$ cat src/rtl/norm_sched_pkg.sv
// Shared types and width helpers for the normalize scheduler.
// Optional stall counter in norm_sched is enabled by NORM_SCHED_STALL_CNT_EN.
package norm_sched_pkg;

    typedef enum logic [1:0] {
        IDLE  = 2'd0,
        COUNT = 2'd1,
        HOLD  = 2'd2
    } state_e;

    localparam int MAX_WIDTH = 64;
    localparam int MAX_REQ   = 16;
    localparam int MAX_CNT_W = $clog2(MAX_WIDTH) + 1;
    localparam int MAX_ID_W  = $clog2(MAX_REQ);

    // Count width must be able to hold the value WIDTH itself (all-zero operand).
    function automatic int cnt_width(input int width);
        return $clog2(width) + 1;
    endfunction

    function automatic int id_width(input int num_req);
        return (num_req > 1) ? $clog2(num_req) : 1;
    endfunction

    typedef struct packed {
        logic [MAX_ID_W-1:0]  id;
        logic [MAX_WIDTH-1:0] data;
        logic [MAX_CNT_W-1:0] shift;
        logic                 zero;
    } resp_t;

endpackage

$ cat src/rtl/norm_rr_arbiter.sv
// Round-robin grant over the requester lanes; the pointer moves past the
// granted lane only when the grant is actually taken (advance).
module norm_rr_arbiter
    import norm_sched_pkg::*;
#(
    parameter int NUM_REQ = 4,
    parameter int ID_W    = id_width(NUM_REQ)
) (
    input  logic               clk,
    input  logic               rst_n,
    input  logic [NUM_REQ-1:0] req,
    input  logic               advance,
    output logic [NUM_REQ-1:0] grant_onehot,
    output logic [ID_W-1:0]    grant_idx,
    output logic               grant_any
);

    logic [ID_W-1:0] rr_ptr;
    logic [ID_W-1:0] cand;

    // Search upward from rr_ptr, wrapping, and keep the first requesting lane.
    always_comb begin
        grant_onehot = '0;
        grant_idx    = '0;
        grant_any    = 1'b0;
        cand         = '0;
        for (int i = 0; i < NUM_REQ; i++) begin
            cand = ID_W'((int'(rr_ptr) + i) % NUM_REQ);
            if (!grant_any && req[cand]) begin
                grant_any          = 1'b1;
                grant_idx          = cand;
                grant_onehot[cand] = 1'b1;
            end
        end
    end

    always_ff @(posedge clk or negedge rst_n) begin
        if (!rst_n) begin
            rr_ptr <= '0;
        end else if (advance) begin
            rr_ptr <= (grant_idx == ID_W'(NUM_REQ - 1)) ? '0 : grant_idx + 1'b1;
        end
    end

endmodule

$ cat src/rtl/norm_sched.sv
// Shared leading-zero-count and normalize-shift unit arbitrated between lanes.
// Define NORM_SCHED_STALL_CNT_EN to add the 32-bit stall_cnt output.
module norm_sched
    import norm_sched_pkg::*;
#(
    parameter int NUM_REQ = 4,
    parameter int WIDTH   = 64,
    parameter int ID_W    = id_width(NUM_REQ),
    parameter int CNT_W   = cnt_width(WIDTH)
) (
    input  logic                     clk,
    input  logic                     rst_n,
    input  logic [NUM_REQ-1:0]       req_valid,
    input  logic [NUM_REQ*WIDTH-1:0] req_data,
    output logic [NUM_REQ-1:0]       req_ready,
    output logic                     resp_valid,
    input  logic                     resp_ready,
    output logic [ID_W-1:0]          resp_id,
    output logic [WIDTH-1:0]         resp_data,
    output logic [CNT_W-1:0]         resp_shift,
    output logic                     resp_zero
`ifdef NORM_SCHED_STALL_CNT_EN
    ,
    output logic [31:0]              stall_cnt
`endif
);

    state_e               state_q;
    state_e               state_d;
    logic [NUM_REQ-1:0]   grant_onehot;
    logic [ID_W-1:0]      grant_idx;
    logic                 grant_any;
    logic                 accept;
    logic [WIDTH-1:0]     op_q;
    logic [ID_W-1:0]      id_q;
    logic [CNT_W-1:0]     lz_cnt;

    norm_rr_arbiter #(
        .NUM_REQ (NUM_REQ),
        .ID_W    (ID_W)
    ) u_arb (
        .clk          (clk),
        .rst_n        (rst_n),
        .req          (req_valid),
        .advance      (accept),
        .grant_onehot (grant_onehot),
        .grant_idx    (grant_idx),
        .grant_any    (grant_any)
    );

    // Grants are only offered in IDLE, so a response waiting in HOLD blocks new work.
    always_comb begin
        state_d   = state_q;
        req_ready = '0;
        accept    = 1'b0;
        case (state_q)
            IDLE: begin
                req_ready = grant_onehot;
                accept    = grant_any;
                if (grant_any) begin
                    state_d = COUNT;
                end
            end
            COUNT: state_d = HOLD;
            HOLD: begin
                if (resp_ready) begin
                    state_d = IDLE;
                end
            end
            default: state_d = IDLE;
        endcase
    end

    always_ff @(posedge clk or negedge rst_n) begin
        if (!rst_n) begin
            state_q <= IDLE;
        end else begin
            state_q <= state_d;
        end
    end

    // Later (higher) set bits overwrite earlier ones, leaving the count above the top 1.
    always_comb begin
        lz_cnt = CNT_W'(WIDTH);
        for (int i = 0; i < WIDTH; i++) begin
            if (op_q[i]) begin
                lz_cnt = CNT_W'(WIDTH - 1 - i);
            end
        end
    end

    always_ff @(posedge clk or negedge rst_n) begin
        if (!rst_n) begin
            op_q       <= '0;
            id_q       <= '0;
            resp_valid <= 1'b0;
            resp_id    <= '0;
            resp_data  <= '0;
            resp_shift <= '0;
            resp_zero  <= 1'b0;
        end else begin
            if (accept) begin
                op_q <= req_data[int'(grant_idx) * WIDTH +: WIDTH];
                id_q <= grant_idx;
            end
            if (state_q == COUNT) begin
                resp_valid <= 1'b1;
                resp_id    <= id_q;
                resp_data  <= op_q << lz_cnt;
                resp_shift <= lz_cnt;
                resp_zero  <= (op_q == '0);
            end else if (state_q == HOLD && resp_ready) begin
                resp_valid <= 1'b0;
            end
        end
    end

`ifdef NORM_SCHED_STALL_CNT_EN
    always_ff @(posedge clk or negedge rst_n) begin
        if (!rst_n) begin
            stall_cnt <= '0;
        end else if (state_q == HOLD && !resp_ready && stall_cnt != 32'hFFFF_FFFF) begin
            stall_cnt <= stall_cnt + 32'd1;
        end
    end
`endif

endmodule

$ cat config.mk
export PLATFORM = sky130hd
export DESIGN_NAME = norm_sched
export DESIGN_NICKNAME = d
export VERILOG_FILES = /design/src/rtl/norm_sched_pkg.sv /design/src/rtl/norm_rr_arbiter.sv /design/src/rtl/norm_sched.sv
export SDC_FILE = /design/constraint.sdc
export NUM_CORES = 1
export LEC_CHECK = 0
export ABC_AREA = 1
export BUFFER_PORTS_ARGS = -buffer_cell sky130_fd_sc_hd__buf_2
export CAP_MARGIN = 20
export CORE_MARGIN = 2
export CORE_UTILIZATION = 43
export CTS_CLUSTER_DIAMETER = 30
export DETAILED_ROUTE_END_ITERATION = 7
export GPL_ROUTABILITY_DRIVEN = 0
export PLACE_DENSITY = 0.68
export SYNTH_ARGS = -nofsm -noshare
export SYNTH_HDL_FRONTEND = slang
export SYNTH_SLANG_ARGS = --single-unit
$ cat constraint.sdc
create_clock -name clk -period 5.7 [get_ports clk]
set_input_delay 0.285 -clock clk [delete_from_list [all_inputs] [get_ports clk]]
set_output_delay 0.285 -clock clk [all_outputs]
set_load 0.01 [all_outputs]
### Yosys cells after proc, flatten, opt, wreduce, memory -nomap -nowiden

Cells that the tools add are included.

| cells by class | value |
|---|---|
| bitwise logic cells | 3 |
| order comparisons | 8 |
| reduce and logical (&&, ||, !) cells | 15 |
| mux-type cells | 100 |
| equal/unequal tests | 5 |
| add/subtract/negate cells | 4 |
| shift operators | 2 |

Operator list:

| kind | count |
|---|---|
| $mux W7 | 64 |
| $shiftx A256 B9 Y64 | 1 |
| $logic_not A64 Y1 | 1 |
| $shl A64 B7 Y64 | 1 |
| $mux W4 | 5 |
| $mux W1 | 15 |
| $mux W2 | 7 |
| $lt A2 B3 Y1 const B | 4 |
| $or A4 B4 Y4 | 3 |
| $bmux W1 S2 | 4 |
| $demux W1 S2 | 4 |
| $ge A2 B1 Y1 const B | 4 |
| $logic_and A1 B1 Y1 | 8 |
| $pmux W2 S3 | 1 |
| $add A2 B1 Y2 const B | 2 |
| $add A2 B2 Y2 const B | 2 |
| $eq A2 B2 Y1 const B | 2 |
| $ne A2 B2 Y1 const B | 2 |
| $logic_not A1 Y1 | 3 |
| $eq A2 B1 Y1 const B | 1 |
| $logic_not A2 Y1 | 1 |
| $reduce_and A2 Y1 | 1 |
| $reduce_bool A2 Y1 | 1 |

| storage, ports and cells | value |
|---|---|
| output and inout port bits | 79 |
| input bits | 263 |
| bits in registers | 145 |

### Depth between registers and ports, before layout

Gate-level depths: netlist (run 1).

| logic depth | value |
|---|---|
| word-level depth | 65 |
| depth in mapped cells | 75 |

### By module

Synthesis (run 1) repeated with hierarchy kept, for this count alone.

| unflattened totals | value |
|---|---|
| cells, all modules | 2010 |
| area, all modules | 12024.0 um2 |

By module, submodules not included:

| module | instances | area each (um2) | cells each |
|---|---|---|---|
| norm_sched | 1 | 11479.8 | 1918 |
| norm_rr_arbiter | 1 | 544.3 | 92 |

### Least setup slack after synthesis (run 1)

Ideal clock, no wire load.

| timing path | value |
|---|---|
| kind | register to register |
| start | register op_q[1] |
| end | register resp_data[35] |
| clock period less this slack | 4156 ps |
| slack | 1544 ps |
| data arrival time | 4033 ps |
| setup time | 123 ps |
| path buffers | 2 |
| stages on the path, launching flop included | 75 |
| cells stage by stage | dfrtp_1 > inv_2 > nand2_1 > nand2_1 > nand2_1 > nand2_1 > nand2_1 > nand2_1 > nand2_1 > nand2_1 > nand2_1 > nand2_1 > nand2_1 > nand2_1 > nand2_1 > nand2_1 > nand2_1 > nand2_1 > [... 39 more ...] > nand2_1 > nand2_1 > nand2_1 > nand2_1 > nand2_2 > nand2_4 > buf_12 > buf_8 > nand3_1 > nand3_1 > nand2_1 > nand2_1 > nand2_1 > nand2_1 > nand3_1 > nand2_1 > o21ai_0 > nand2_1 |

| between the ends | value |
|---|---|
| cells in the longest elaborated chain, start to end | 64 |

Ends and longest elaborated chain:

| element | RTL line | source |
|---|---|---|
| start: declaration | norm_sched.sv:34 | `logic [WIDTH-1:0] op_q;` |
| start signal: assignment | norm_sched.sv:103 | `op_q <= req_data[int'(grant_idx) * WIDTH +: WIDTH];` |
| $mux W7 (63 in a row) | norm_sched.sv:86 | `if (op_q[i]) begin` |
| $shl A64 B7 Y64 * | norm_sched.sv:109 | `resp_data <= op_q << lz_cnt;` |
| end signal: assignment | norm_sched.sv:109 |  |
| end: declaration | norm_sched.sv:19 | `output logic [WIDTH-1:0] resp_data,` |

Mark *: on every way between the ends. The rest lies on a longest branch, timed or not.
A chain may end at the register's enable or synchronous reset.

### Final worst setup path (run 1)

| timing path | value |
|---|---|
| start | register op_q[1] |
| end | register resp_data[30] |

Same word-level chain as after synthesis.

==> out/results.ini, run 1 <==
[grt]
overflow=0
grtUsageTotal=0.318
grt_antenna_before_repair=0
grt_max_degree=81
grt_pass1_vias=14303
grt_pass1_wl_um=76100

[yosys]
synth_enable_flop_cells=0
yosys_register_bits=145
netlist_instances=1997
synth_warnings=0
async_flop_share=1.00
synthDistinctLibCells=36
syn_area_mm2=0.0122
syn_area_per_cell_um2=6.13
synth-seq-area-share=0.297
synth_flop_cell=dfrtp_1
synth_nets=2268

[min_path]
holdPathEnd=state_q[1]
min-delay-start=resp_ready
hp-class=in2reg
min_path_cells=2

[floorplanning]
rows=61
die_area_mm2=0.0298
dieHeight_um=173
core_mm2=0.0279
initial_utilization=0.438
io-pin-count=342
die_x_um=173

[routing]
drt_pass1_iterations=8
postRouteAntennaNets=0
avgRoutedWirePerCell_um=18.9
wl_um=50400
drt_iter0_markers=2114
vias=15658
drc=10
viasPerCell=5.88

[timing]
hold_viol=0
setup_ws_ps=628
whs_ps=51.4
rsz0062_at_grt=true
finalSetupViolCount=0
worstMarginPinSlew_ps=1160
skew_ps=13.8
period_share=0.890
finalMaxSlewViolations=0
final.min_clock_period_ps=5070
relSlewSlack=0.227
clock.fmax_ghz=0.197

[outcome]
violations=DRC
status=finished, violations left

[clock_tree]
clock-sinks=145
cts_tree=yes
cts_buffers=17
clockBufferDepth=2
clk_latency_ps=440
h-tree-depth=4
cts_root_buf=clkbuf_16
clk_pin_slew_worst_paths_ps=70

[placed_design]
io_buffers=341
hpwl_um=35800
preCtsSetupSlack_ps=740

[final_layout]
num_antenna_cells=0
fillers=2878
drive_gt1_frac=0.215
area_growth_pct=24.2
finalNetCount=2544

[critical_path]
timing.reg2reg.setup_slack_ps=630
slowest_stage=dfrtp_2
critical_path.endpoint_type=flip-flop
cpMostUsedCell=nand2_1
r2r_end=resp_data[30]
cp_max_fo=16
reg2reg_depth=72
start_kind=flip-flop
required_ps=6030
reg2reg_from=op_q[1]
critical_path_class=reg2reg
cp_data_arrival_time_ps=5400
slowest_delay_ps=430

[flow_run]
maxCapViolations=0

critical path: cells and delay by family (launching register included):
| kind | cells | cell delay [ps] |
|---|---|---|
| buf+inv | 3 | 410 |
| flops | 1 | 430 |
| simple gates | 69 | 4130 |
sequential cells by signal (all words and copies together) (netlist names), named ones only:
name          cells
op_q             64
resp_data        64
resp_shift        7
id_q              2
resp_id           2
state_q           2
resp_valid        1
resp_zero         1
u_arb.rr_ptr      1
timing repair:
| action | CTS | global route |
|---|---|---|
| hold buffers | 1 | 0 |
| resized for setup | 0 | 52 |
| setup endpoints to repair | 0 | 52 |
| setup buffers | 0 | 7 |
| hold endpoints to repair | 76 | 0 |
Yosys cell counts, types with 3 or more instances:
| library cell | instances | area, µm² |
|---|---|---|
| a221oi_1 | 4 | 35.0 |
| o21ai_1 | 8 | 40.0 |
| o221ai_1 | 32 | 280 |
| buf_4 | 4 | 30.0 |
| o21ai_0 | 127 | 636 |
| o32ai_1 | 15 | 131 |
| nand3_1 | 485 | 2430 |
| buf_2 | 23 | 115 |
| clkbuf_1 | 83 | 312 |
| inv_1 | 107 | 402 |
| nor2_1 | 178 | 668 |
| ha_1 | 8 | 100 |
| inv_2 | 5 | 18.8 |
| o211ai_1 | 3 | 22.5 |
| mux2i_1 | 31 | 310 |
| nand3_2 | 6 | 60.1 |
| a31oi_1 | 20 | 125 |
| nand4_1 | 23 | 144 |
| nand2_1 | 615 | 2310 |
| dfrtp_1 | 145 | 3630 |
| nor4_1 | 4 | 25.0 |
| buf_1 | 23 | 86.3 |
| buf_6 | 5 | 56.3 |
| a21oi_1 | 28 | 140 |
area by class of cell:
| cell class | count | area, µm² | share of cell area |
|---|---|---|---|
| clock inverters | 14 | 109 | 0.00717 |
| clock buffers | 17 | 425 | 0.0280 |
| inverters | 113 | 424 | 0.0279 |
| repair buffers | 393 | 2300 | 0.152 |
| multi-input cells | 1603 | 7820 | 0.515 |
| flip-flops and latches | 145 | 3630 | 0.239 |
| well taps | 378 | 473 | 0.0311 |
through the flow:
stage          area [µm²]  TNS, ps  utilization  std cells
3_3_place_gp        14100        0        0.505       2609
2_1_floorplan       12200        0            -       1997
4_1_cts             14700        0        0.525       2641
5_1_grt             15200    -1240        0.544       2663
3_5_place_dp        14100        0        0.505       2609
6_report            15200        0        0.544       2663
kinds of logic (layout without fill, tap and decap cells):
kind of cell / after synthesis / after routing / share of synthesized area
AND/OR/NAND/NOR: 1318 / 1322 / 0.465
buffers and inverters: 253 / 537 / 0.0865
AO/OA/AOI/OAI: 242 / 242 / 0.119
flip-flops: 145 / 145 / 0.297
multiplexers: 31 / 31 / 0.0254
adder cells (fa/ha/maj): 8 / 8 / 0.00818
cell usage in the layout (no fill, tap or decap), drive strengths merged:
cell type and n:
or2 1, buf 386, o32ai 15, o211ai 3
o21ai 135, clkinv 6, nand2 622, nor3 2
a21oi 28, o311ai 1, inv 117, o221ai 32
o31ai 2, clkbuf 23, dfrtp 145, dlygate4sd3 1
nand4 23, a221oi 4, a31oi 20, ha 8
mux2i 31, a311oi 1, o21bai 1, clkinvlp 4
nor4 4, nor2 179, nand3 491
worst max path at each step:
stage	from	endpoint	slack [ps]	cells past startpoint
2_1_floorplan	op_q[1]	resp_data[35]	1540	74
3_3_place_gp	op_q[1]	resp_data[35]	660	74
3_5_place_dp	op_q[1]	resp_data[59]	740	74
4_1_cts	op_q[1]	resp_data[59]	720	74
5_1_grt	op_q[1]	resp_data[44]	-70	74
6_report	op_q[1]	resp_data[30]	630	72
layer usage:
layer / track usage / routed length [µm] / vias up
li1: - / - / 7300
met1: 0.412 / 20200 / 7171
met2: 0.515 / 22800 / 970
met3: 0.0572 / 4870 / 217
met4: 0.150 / 2600 / 0
met5: 0 / 0 / -
Power of run 1 is left out: the tool's default activity adds up to more than one toggle a clock period on the data nets, which glitch-free logic cannot reach.
==> run 2: changes to the inputs <==
clock period = 4.7 ns   (was 5.7 ns; I/O delays follow)
==> run 2 against run 1 <==
Design area is 3.4% higher. The run ends with DRC, setup timing left. Via count is 0.41% lower. Largest cell class unchanged. Sequential share of layout area is 0.80 points lower. Highest routed layer is now met5. Global-route usage is 0.83 points higher. Critical path type unchanged. Flip-flop and latch count stayed put. Critical endpoint is now resp_data[61].
==> out/results.ini, run 2 (same netlist as run 1, synthesis figures left out) <==
[final_layout]
num_antenna_cells=0  ; unchanged
area_growth_pct=28.4
final_core_util=0.562  ; +0.0185
reg_top3=op_q: 64 flops, resp_data: 64 flops, resp_shift: 7 flops
multi_input_area_mm2=0.00803  ; +2.7%
finalNetCount=2583  ; +1.5%
fillers=2878  ; unchanged
drive_gt1_frac=0.256  ; +0.0406
most-common-layout-cells=nand2_1 (581), nand3_1 (428), buf_2 (340)
fin_cells=2703  ; +1.5%
final_common_cell=nand2_1
seq_area_mm2=0.00363  ; about the same

[outcome]
violations=DRC, setup timing
status=finished, violations left

[clock_tree]
cts_root_buf=clkbuf_16
clock-sinks=145  ; unchanged
clockBufferDepth=2  ; unchanged
clk_latency_ps=440  ; about the same
clk_pin_slew_worst_paths_ps=70  ; about the same
h-tree-depth=4  ; unchanged
cts_tree=yes
cts_buffers=17  ; unchanged

[critical_path]
slowest_stage=dfrtp_1
start_kind=flip-flop
critical_path_class=reg2reg
critical_path.endpoint_type=flip-flop
cpMostUsedCell=nand2_1
cp_max_fo=28  ; +12
cp_data_arrival_time_ps=5260  ; -140 ps
slowest_delay_ps=390  ; -40 ps
required_ps=5020  ; -1010 ps

[timing]
skew_ps=11.6  ; -2.23 ps
final.min_clock_period_ps=4940  ; -135 ps
rsz0062_at_grt=true
hold_viol=0  ; unchanged
setup_ws_ps=-237  ; -865 ps
tns_ps=-6090  ; -6090 ps
finalMaxSlewViolations=0  ; unchanged
worstMarginPinSlew_ps=1110  ; -51.2 ps
finalSetupViolCount=58  ; +58
relSlewSlack=0.261  ; +0.0345
period_share=1.05  ; +0.161
clock.fmax_ghz=0.203  ; +2.7%

[floorplanning]
io-pin-count=342  ; unchanged
rows=61  ; unchanged
die_area_mm2=0.0298  ; unchanged
initial_utilization=0.438  ; unchanged
core_mm2=0.0279  ; unchanged
die_x_um=173  ; unchanged
dieHeight_um=173  ; unchanged

[routing]
vias=15594  ; -0.41%
postRouteAntennaNets=0  ; unchanged
wl_um=49600  ; -1.6%
avgRoutedWirePerCell_um=18.3  ; -3.1%
drt_pass1_iterations=8  ; unchanged
viasPerCell=5.77  ; -1.9%
drc=31  ; +21
drt_iter0_markers=1731  ; -18%

[placed_design]
dpl.cell_count=2663  ; +2.1%
hpwl_um=36900  ; +2.9%
io_buffers=341  ; unchanged

[grt]
grtUsageTotal=0.326  ; +0.00826
grt_pass1_wl_um=78200  ; +2.8%
overflow=0  ; unchanged
grt_antenna_before_repair=1  ; +1
grt_pass1_vias=14663  ; +2.5%
grt_max_degree=130  ; +60%

[min_path]
hp-class=in2reg

[flow_run]
maxCapViolations=0  ; unchanged

[run 2: final timing paths]
check                      cells after the start            end          start  slack (ps)
setup / recovery                              72  resp_data[61]        op_q[1]        -240
hold reg to reg                                2  resp_data[36]  resp_data[36]         470
setup reg to reg                              72  resp_data[61]        op_q[1]        -240
min in group asynchronous                      2      async pin          rst_n         260
hold / removal                                 2     state_q[1]     resp_ready           5
max in group asynchronous                      3  resp_data[57]          rst_n        3160
[run 2: timing repair]
action	CTS	global route
cloned	1	0
pin swaps	9	8
setup buffers	2	3
hold endpoints to repair	35	0
setup endpoints to repair	48	63
hold buffers	1	0
resized for setup	42	78
[run 2: worst max-delay path, delay by kind of cell, from the launching register on]
| kind | cells | cell delay [ps] |
|---|---|---|
| buffers and inverters | 3 | 420 |
| AND/OR/NAND/NOR | 69 | 3990 |
| flip-flops | 1 | 390 |
[run 2: cell type report]
| class | count | share of cell area |
|---|---|---|
| Sequential cell | 145 | 0.231 |
| Multi-Input combinational cell | 1599 | 0.511 |
| Timing Repair Buffer | 436 | 0.164 |
| Clock inverter | 14 | 0.00869 |
| Inverter | 113 | 0.0270 |
| Clock buffer | 18 | 0.0280 |
| Tap cell | 378 | 0.0301 |
[run 2: routing by layer]
layer,vias to the layer above,wire length [µm],global-route usage
met1,7153,20100,0.423
met4,2,2450,0.146
li1,7377,-,-
met5,-,8,0
met2,890,22600,0.524
met3,172,4450,0.0693
[run 2: per-stage QoR]
stage          instance area, µm²  setup slack [ps]  hold slack, ps
2_1_floorplan               12200               544           -60.6
3_3_place_gp                14600              -180             162
5_1_grt                     15700              -907            38.1
4_1_cts                     15300              -170            1.55
6_report                    15700              -237            5.45
3_5_place_dp                14600              -198             163
Power of run 2 is left out for the same reason.
